**config.mk**
```make
export PLATFORM = sky130hd
export DESIGN_NAME = sensor_sample_ctrl
export DESIGN_NICKNAME = d
export VERILOG_FILES = /design/src/rtl/sensor_node_pkg.sv /design/src/rtl/sample_fifo.sv /design/src/rtl/sensor_sample_ctrl.sv
export SDC_FILE = /design/constraint.sdc
export NUM_CORES = 1
export LEC_CHECK = 0
export CELL_PAD_IN_SITES_DETAIL_PLACEMENT = 2
export CELL_PAD_IN_SITES_GLOBAL_PLACEMENT = 2
export CORE_AREA = 2 2 86 88
export DETAILED_ROUTE_END_ITERATION = 8
export DIE_AREA = 0 0 88 90
export PLACE_DENSITY = 0.71
export SKIP_CTS_REPAIR_TIMING = 1
export SYNTH_ARGS = -nofsm -noshare
export SYNTH_HDL_FRONTEND = slang
export SYNTH_HIERARCHICAL = 1
export SYNTH_SLANG_ARGS = --single-unit
```
**constraint.sdc**
```tcl
create_clock -name clk -period 6.4 [get_ports clk]
set_clock_uncertainty 0.2 [all_clocks]
set_input_delay 0.64 -clock clk [delete_from_list [all_inputs] [get_ports clk]]
set_output_delay 0.64 -clock clk [all_outputs]
set_load 0.02 [all_outputs]
```
**src/rtl/sensor_node_pkg.sv**
```systemverilog
// Shared definitions for sensor node controllers: sample width and sampling FSM states.
package sensor_node_pkg;

  localparam int DATA_W = 8;

  typedef enum logic [1:0] {
    ST_IDLE    = 2'd0,
    ST_SETTLE  = 2'd1,
    ST_CAPTURE = 2'd2,
    ST_WAIT    = 2'd3
  } state_e;

endpackage

```
**src/rtl/sample_fifo.sv**
```systemverilog
// Synchronous sample buffer; a push into a full buffer is accepted only when a pop happens on the same edge.
module sample_fifo #(
  parameter int DATA_W     = 8,
  parameter int FIFO_DEPTH = 4
) (
  input  logic              clk,
  input  logic              rst,
  input  logic              push_i,
  input  logic              pop_i,
  input  logic [DATA_W-1:0] din_i,
  output logic [DATA_W-1:0] dout_o,
  output logic              full_o,
  output logic              empty_o
);

  localparam int AW = (FIFO_DEPTH > 1) ? $clog2(FIFO_DEPTH) : 1;
  localparam int CW = $clog2(FIFO_DEPTH + 1);

  logic [DATA_W-1:0] mem_q [FIFO_DEPTH];
  logic [AW-1:0]     wr_ptr_q, wr_ptr_d;
  logic [AW-1:0]     rd_ptr_q, rd_ptr_d;
  logic [CW-1:0]     count_q, count_d;
  logic              do_push, do_pop;

  assign full_o  = (count_q == CW'(FIFO_DEPTH));
  assign empty_o = (count_q == '0);
  assign do_pop  = pop_i && !empty_o;
  assign do_push = push_i && (!full_o || pop_i);
  // Head reads as zero while empty so the output is clean straight out of reset.
  assign dout_o  = empty_o ? '0 : mem_q[rd_ptr_q];

  always_comb begin
    wr_ptr_d = wr_ptr_q;
    rd_ptr_d = rd_ptr_q;
    count_d  = count_q;
    if (do_push) wr_ptr_d = (wr_ptr_q == AW'(FIFO_DEPTH - 1)) ? '0 : wr_ptr_q + 1'b1;
    if (do_pop)  rd_ptr_d = (rd_ptr_q == AW'(FIFO_DEPTH - 1)) ? '0 : rd_ptr_q + 1'b1;
    case ({do_push, do_pop})
      2'b10:   count_d = count_q + 1'b1;
      2'b01:   count_d = count_q - 1'b1;
      default: count_d = count_q;
    endcase
  end

  always_ff @(posedge clk or posedge rst) begin
    if (rst) begin
      wr_ptr_q <= '0;
      rd_ptr_q <= '0;
      count_q  <= '0;
    end else begin
      wr_ptr_q <= wr_ptr_d;
      rd_ptr_q <= rd_ptr_d;
      count_q  <= count_d;
    end
  end

  always_ff @(posedge clk) begin
    if (do_push) mem_q[wr_ptr_q] <= din_i;
  end

endmodule

```
**src/rtl/sensor_sample_ctrl.sv**
```systemverilog
// Periodic sensor sampler: pulses sensor_en, captures a byte into a FIFO, and flags alarm/overflow.
module sensor_sample_ctrl
  import sensor_node_pkg::*;
#(
  parameter int SAMPLE_PERIOD = 8,
  parameter int SETTLE_CYCLES = 2,
  parameter int FIFO_DEPTH    = 4
) (
  input  logic              clk,
  input  logic              rst,
  input  logic              start,
  output logic              sensor_en,
  input  logic [DATA_W-1:0] sensor_data,
  input  logic [DATA_W-1:0] threshold,
  output logic [DATA_W-1:0] tx_data,
  output logic              tx_valid,
  input  logic              tx_ready,
  output logic              alarm,
  output logic              overflow,
  output logic              busy
);

  localparam int WAIT_CYCLES = SAMPLE_PERIOD - SETTLE_CYCLES - 1;
  localparam int CNT_W       = $clog2(SAMPLE_PERIOD + 1);

  state_e             state_q, state_d;
  logic [CNT_W-1:0]   cnt_q, cnt_d;
  logic               sensor_en_q;
  logic               alarm_q, overflow_q;
  logic               capture, pop, fifo_full, fifo_empty;

  assign capture   = (state_q == ST_CAPTURE);
  assign tx_valid  = !fifo_empty;
  assign pop       = tx_valid && tx_ready;
  assign sensor_en = sensor_en_q;
  assign alarm     = alarm_q;
  assign overflow  = overflow_q;
  assign busy      = (state_q != ST_IDLE);

  always_comb begin
    state_d = state_q;
    cnt_d   = cnt_q;
    case (state_q)
      ST_IDLE: begin
        cnt_d = '0;
        if (start) state_d = ST_SETTLE;
      end
      ST_SETTLE: begin
        if (cnt_q == CNT_W'(SETTLE_CYCLES - 1)) begin
          state_d = ST_CAPTURE;
          cnt_d   = '0;
        end else begin
          cnt_d = cnt_q + 1'b1;
        end
      end
      ST_CAPTURE: begin
        state_d = ST_WAIT;
        cnt_d   = '0;
      end
      ST_WAIT: begin
        // start is sampled only here, so a drop earlier still finishes the current sample.
        if (cnt_q == CNT_W'(WAIT_CYCLES - 1)) begin
          state_d = start ? ST_SETTLE : ST_IDLE;
          cnt_d   = '0;
        end else begin
          cnt_d = cnt_q + 1'b1;
        end
      end
      default: begin
        state_d = ST_IDLE;
        cnt_d   = '0;
      end
    endcase
  end

  always_ff @(posedge clk or posedge rst) begin
    if (rst) begin
      state_q     <= ST_IDLE;
      cnt_q       <= '0;
      sensor_en_q <= 1'b0;
      alarm_q     <= 1'b0;
      overflow_q  <= 1'b0;
    end else begin
      state_q     <= state_d;
      cnt_q       <= cnt_d;
      sensor_en_q <= (state_d == ST_SETTLE) || (state_d == ST_CAPTURE);
      if (capture) alarm_q <= (sensor_data >= threshold);
      if (capture && fifo_full && !pop) overflow_q <= 1'b1;
    end
  end

  sample_fifo #(
    .DATA_W     (DATA_W),
    .FIFO_DEPTH (FIFO_DEPTH)
  ) u_fifo (
    .clk     (clk),
    .rst     (rst),
    .push_i  (capture),
    .pop_i   (pop),
    .din_i   (sensor_data),
    .dout_o  (tx_data),
    .full_o  (fifo_full),
    .empty_o (fifo_empty)
  );

endmodule

```
==> results.txt <==
- The run finished with clean final reports.
- The biggest area contributor in the post-synthesis netlist is edfxtp_1.
- Placed cell area: about 2800 um^2
- Kind of start point of the critical path: register
- Clock sink total: between 40 and 50
- Share of cells above drive strength 1: a little over an eighth
- Summing every instance area after synthesis gives 2364 um^2.
* Sequential share of power: about two fifths
- Routability cong.: 0.7733
* Fraction of registers with async set or reset after synthesis: between 30% and 40%
- Traced cell by cell, the critical path runs through mux4_2, nor2b_1, clkdlybuf4s50_1.
* CP max-delay cell: dfrtp_1
- Initial Utilization: roughly 34%
- Post-synthesis sequential area ratio: a little under three fifths
- Of the post-synthesis cell area, the dominant cell type holds between 40% and 50%.
- Highest ir drop seen on vdd: ~120 uV
- Among all flip-flop cells after synthesis, the most frequent one is edfxtp_1.
- Data arrival, critical path: between 2000 and 2500 ps
- Worst slew margin relative to its limit: 56.98%
- Reg-to-reg critical path startpoint: u_fifo/count_q[0]$_DFFE_PP0P_
* RSZ-0062 raised after global routing: false
- After synthesis the netlist holds a flip-flop and latch count of 48.
- Cells taking the most area after synthesis: edfxtp_1, dfrtp_1, ha_1
* Power Internal: approximately 770 uW
* GRT overflow: 0
* Placed wire-length estimate: 3998 um
- Counting along the longest clock path gives a buffer depth of 2.
- In the finished design, the share of the clock period the worst path needs comes to 49.94%.
* Gate Count Post-Synth: about 170
* Highest fanout seen on the critical path: 11
* Switching Power: between 400 and 500 uW
- Type of the setup path with the least slack: reg2out
- Maximum clock frequency: between 300 and 400 MHz
- For this run, design rule violations remaining after detail routing come to 0.
* Type of the worst min-delay path: reg2reg
- Slack of the worst reg-to-reg path: roughly 3600 ps
- Tightest Pin Transition: approximately 650 ps
* Critical Path End Type: primary output
- The layout has between 600 and 700 filler cells.
* Startpoint of the worst hold path: overflow$_DFFE_PP0P_
- The H-tree generated during clock tree synthesis spans 2 levels.
- When the netlist entered floorplanning its net count stood at around 210.
- Antenna Diode Count: 0
* Number of synthesized flops with an enable pin: 32
- Leakage power summed over all cells: roughly 1.1 nW
- Die area: about 7900 um^2
- For this design the top-level I/O count stands at 33.
- Clock tree from TritonCTS: built
* Total negative slack for setup checks: 0 ps
- Vias: about 1400
- The count of final max-slew check failures is 0.
- Placeable Area: roughly 7000 um^2
* First-pass GRT wire length: around 9000 um
- Comb power frac: 43.8%
- In the final design database the tool counted approximately 240 nets.
* Distinct cell type count of the synthesized netlist: 40
- Power spread over the standard cell area amounts to 425.5 nW/um^2.
- Remaining antenna violation count after routing: 0
- Global router's overall resource usage: ~15%
* Fraction of power spent switching nets: a little under two fifths
- The number of buffers and inverters on the critical path is 1.
* Width of the die: a little under 90 um
* Total of max-cap violations: 0
- Worst Hold Path EP: overflow$_DFFE_PP0P_
- Most frequent cells after synthesis: edfxtp_1, inv_1, ha_1, dfrtp_1, nor2b_1
- Largest stage delay on the critical path: around 760 ps
- The worst register-to-register path ends at u_fifo/count_q[2]$_DFFE_PP0P_.
* Routed WL: between 5000 and 6000 um
* Detail-routed via count per cell: around 4.7
- Antenna violations before repair: 0
* Dominant cell by count in the synthesized netlist: edfxtp_1
- In this run, the number of DRC markers left after iteration 0 of detailed routing was 83.
- STA puts the critical path data required time at 5560 ps.
- Counting instances, the worst hold path has a depth of 1.
- DIE HEIGHT: ~90 um
- Synthesis-to-finish area growth: 21.28%
- Pre-Repair DR Iteration Count: 4
* Maximum number of pins on one net before global-route repair: 16
- Total setup violations reported at the end of the flow: 0
- CTS root buffer: clkbuf_8
* Number of global-route vias before repair: around 1700
- Later-pin clock latency in the skew report: 300 ps
- Number of cell instances on the worst register-to-register path: 10
- Total non-filler cell area in the finished layout: around 2900 um^2
* Per-instance average area after synthesis: approximately 14 um^2
* Cell type group with the largest total delay on the critical path: flip-flops
- Buffers inserted during clock tree synthesis total 5.
- Clock-pin slew was measured on the worst setup and hold paths at 90 ps.
- Clk network pwr share: between 10% and 20%
- Post-route minimum period: 3196 ps
- The Yosys step of the flow raised 6 warnings.
- Input and output buffers added on the ports amount to 32.
- The number of hold-slack violations in the final timing report is 0.
- Routed WL per cell: ~17 um
- Number of rows in the core area: 31
## worst register-to-register path: cells and delay by family (launching register included)
kind	cells	cell delay, ps
and+or+nand+nor	3	810
adders and majority gates	2	560
DFF	1	460
xor gates and xnor gates	2	320
AOI/OAI and AO/OA	1	280
buffers and inverters	2	140
## sequential cells by signal (all words and copies together), names as in the netlist
signal / cells
state_q: 2
u_fifo/wr_ptr_q: 2
sensor_en: 1
u_fifo/count_q: 3
cnt_q: 4
alarm: 1
u_fifo/rd_ptr_q: 2
u_fifo/mem_q: 32
overflow: 1
## routing by layer
| metal | global-route usage (%) | share of wire, % | up-vias | wire length (um) |
|---|---|---|---|---|
| li1 | - | - | 660 | - |
| met1 | 18.52 | 42 | 735 | 2245 |
| met2 | 26.26 | 53 | 31 | 2779 |
| met3 | 3.030 | 3.6 | 6 | 191 |
| met4 | 4.231 | 1.3 | 0 | 67 |
| met5 | 0 | 0 | - | 0 |
## layout by cell type, fill, tap and decap left out, drive strengths merged, types with 2 or more instances in the layout
| master | n |
|---|---|
| mux2 | 4 |
| inv | 23 |
| xnor2 | 2 |
| o21ai | 6 |
| nor2 | 10 |
| or2 | 2 |
| and2 | 5 |
| nor2b | 12 |
| a31oi | 2 |
| nor3b | 2 |
| mux4 | 8 |
| ha | 18 |
| clkbuf | 5 |
| xor2 | 3 |
| nand2 | 3 |
| edfxtp | 32 |
| clkdlybuf4s50 | 32 |
| clkinvlp | 2 |
| dfrtp | 16 |
## layout make-up
class | count | area [um^2] | share of cell area (%)
tap | 99 | 123.9 | 4.321
clock inverter | 3 | 18.77 | 0.6547
inverter | 23 | 86.33 | 3.012
clock buffer | 5 | 68.82 | 2.401
sequential | 48 | 1361 | 47.49
multi-input combinational | 93 | 887.1 | 30.95
timing repair buffer | 32 | 320.3 | 11.17
## worst max path at each step
stage | from | to | cells after the start
final | u_fifo/rd_ptr_q[0]$_DFFE_PP0P_ | tx_data[7] | 3
after global routing | u_fifo/rd_ptr_q[0]$_DFFE_PP0P_ | tx_data[7] | 3
after global placement | tx_ready | u_fifo/count_q[2]$_DFFE_PP0P_ | 9
after detailed placement | tx_ready | u_fifo/count_q[2]$_DFFE_PP0P_ | 9
after CTS | u_fifo/rd_ptr_q[0]$_DFFE_PP0P_ | tx_data[7] | 3
after floorplan | u_fifo/count_q[0]$_DFFE_PP0P_ | u_fifo/count_q[2]$_DFFE_PP0P_ | 10
## kinds of logic (layout without fill, tap and decap cells)
family / Yosys count / after routing / synth area share, %
XOR/XNOR: 5 / 5 / 1.853
buffers and inverters: 26 / 63 / 4.870
AO/OA/AOI/OAI: 16 / 16 / 4.923
adder cells (fa/ha/maj): 19 / 19 / 10.38
multiplexers: 13 / 13 / 10.27
AND/OR/NAND/NOR: 40 / 40 / 10.11
flip-flops: 48 / 48 / 57.60
## power groups by stage
stage          Sequential (mW)  Combinational, mW  Clock, mW
6_report                 0.503              0.534      0.182
4_1_cts                  0.507              0.549      0.189
3_5_place_dp             0.513              0.540          0
3_3_place_gp             0.501              0.508          0
2_1_floorplan            0.472              0.381          0
5_1_grt                  0.522              0.598      0.198
## per-stage QoR
| stage | cells | setup slack (ps) | util, % | power, mW | hold slack [ps] |
|---|---|---|---|---|---|
| after floorplan | 167 | 3982 | - | 0.8526 | 243.4 |
| after detailed placement | 295 | 3254 | 39.58 | 1.053 | 257.1 |
| final | 303 | 3204 | 40.83 | 1.220 | 266.9 |
| after global routing | 303 | 3049 | 40.83 | 1.319 | 314.9 |
| after global placement | 295 | 3502 | 39.58 | 1.008 | 246.2 |
| after CTS | 303 | 3149 | 40.83 | 1.246 | 278.3 |
Power figures use the tool's default switching activity.
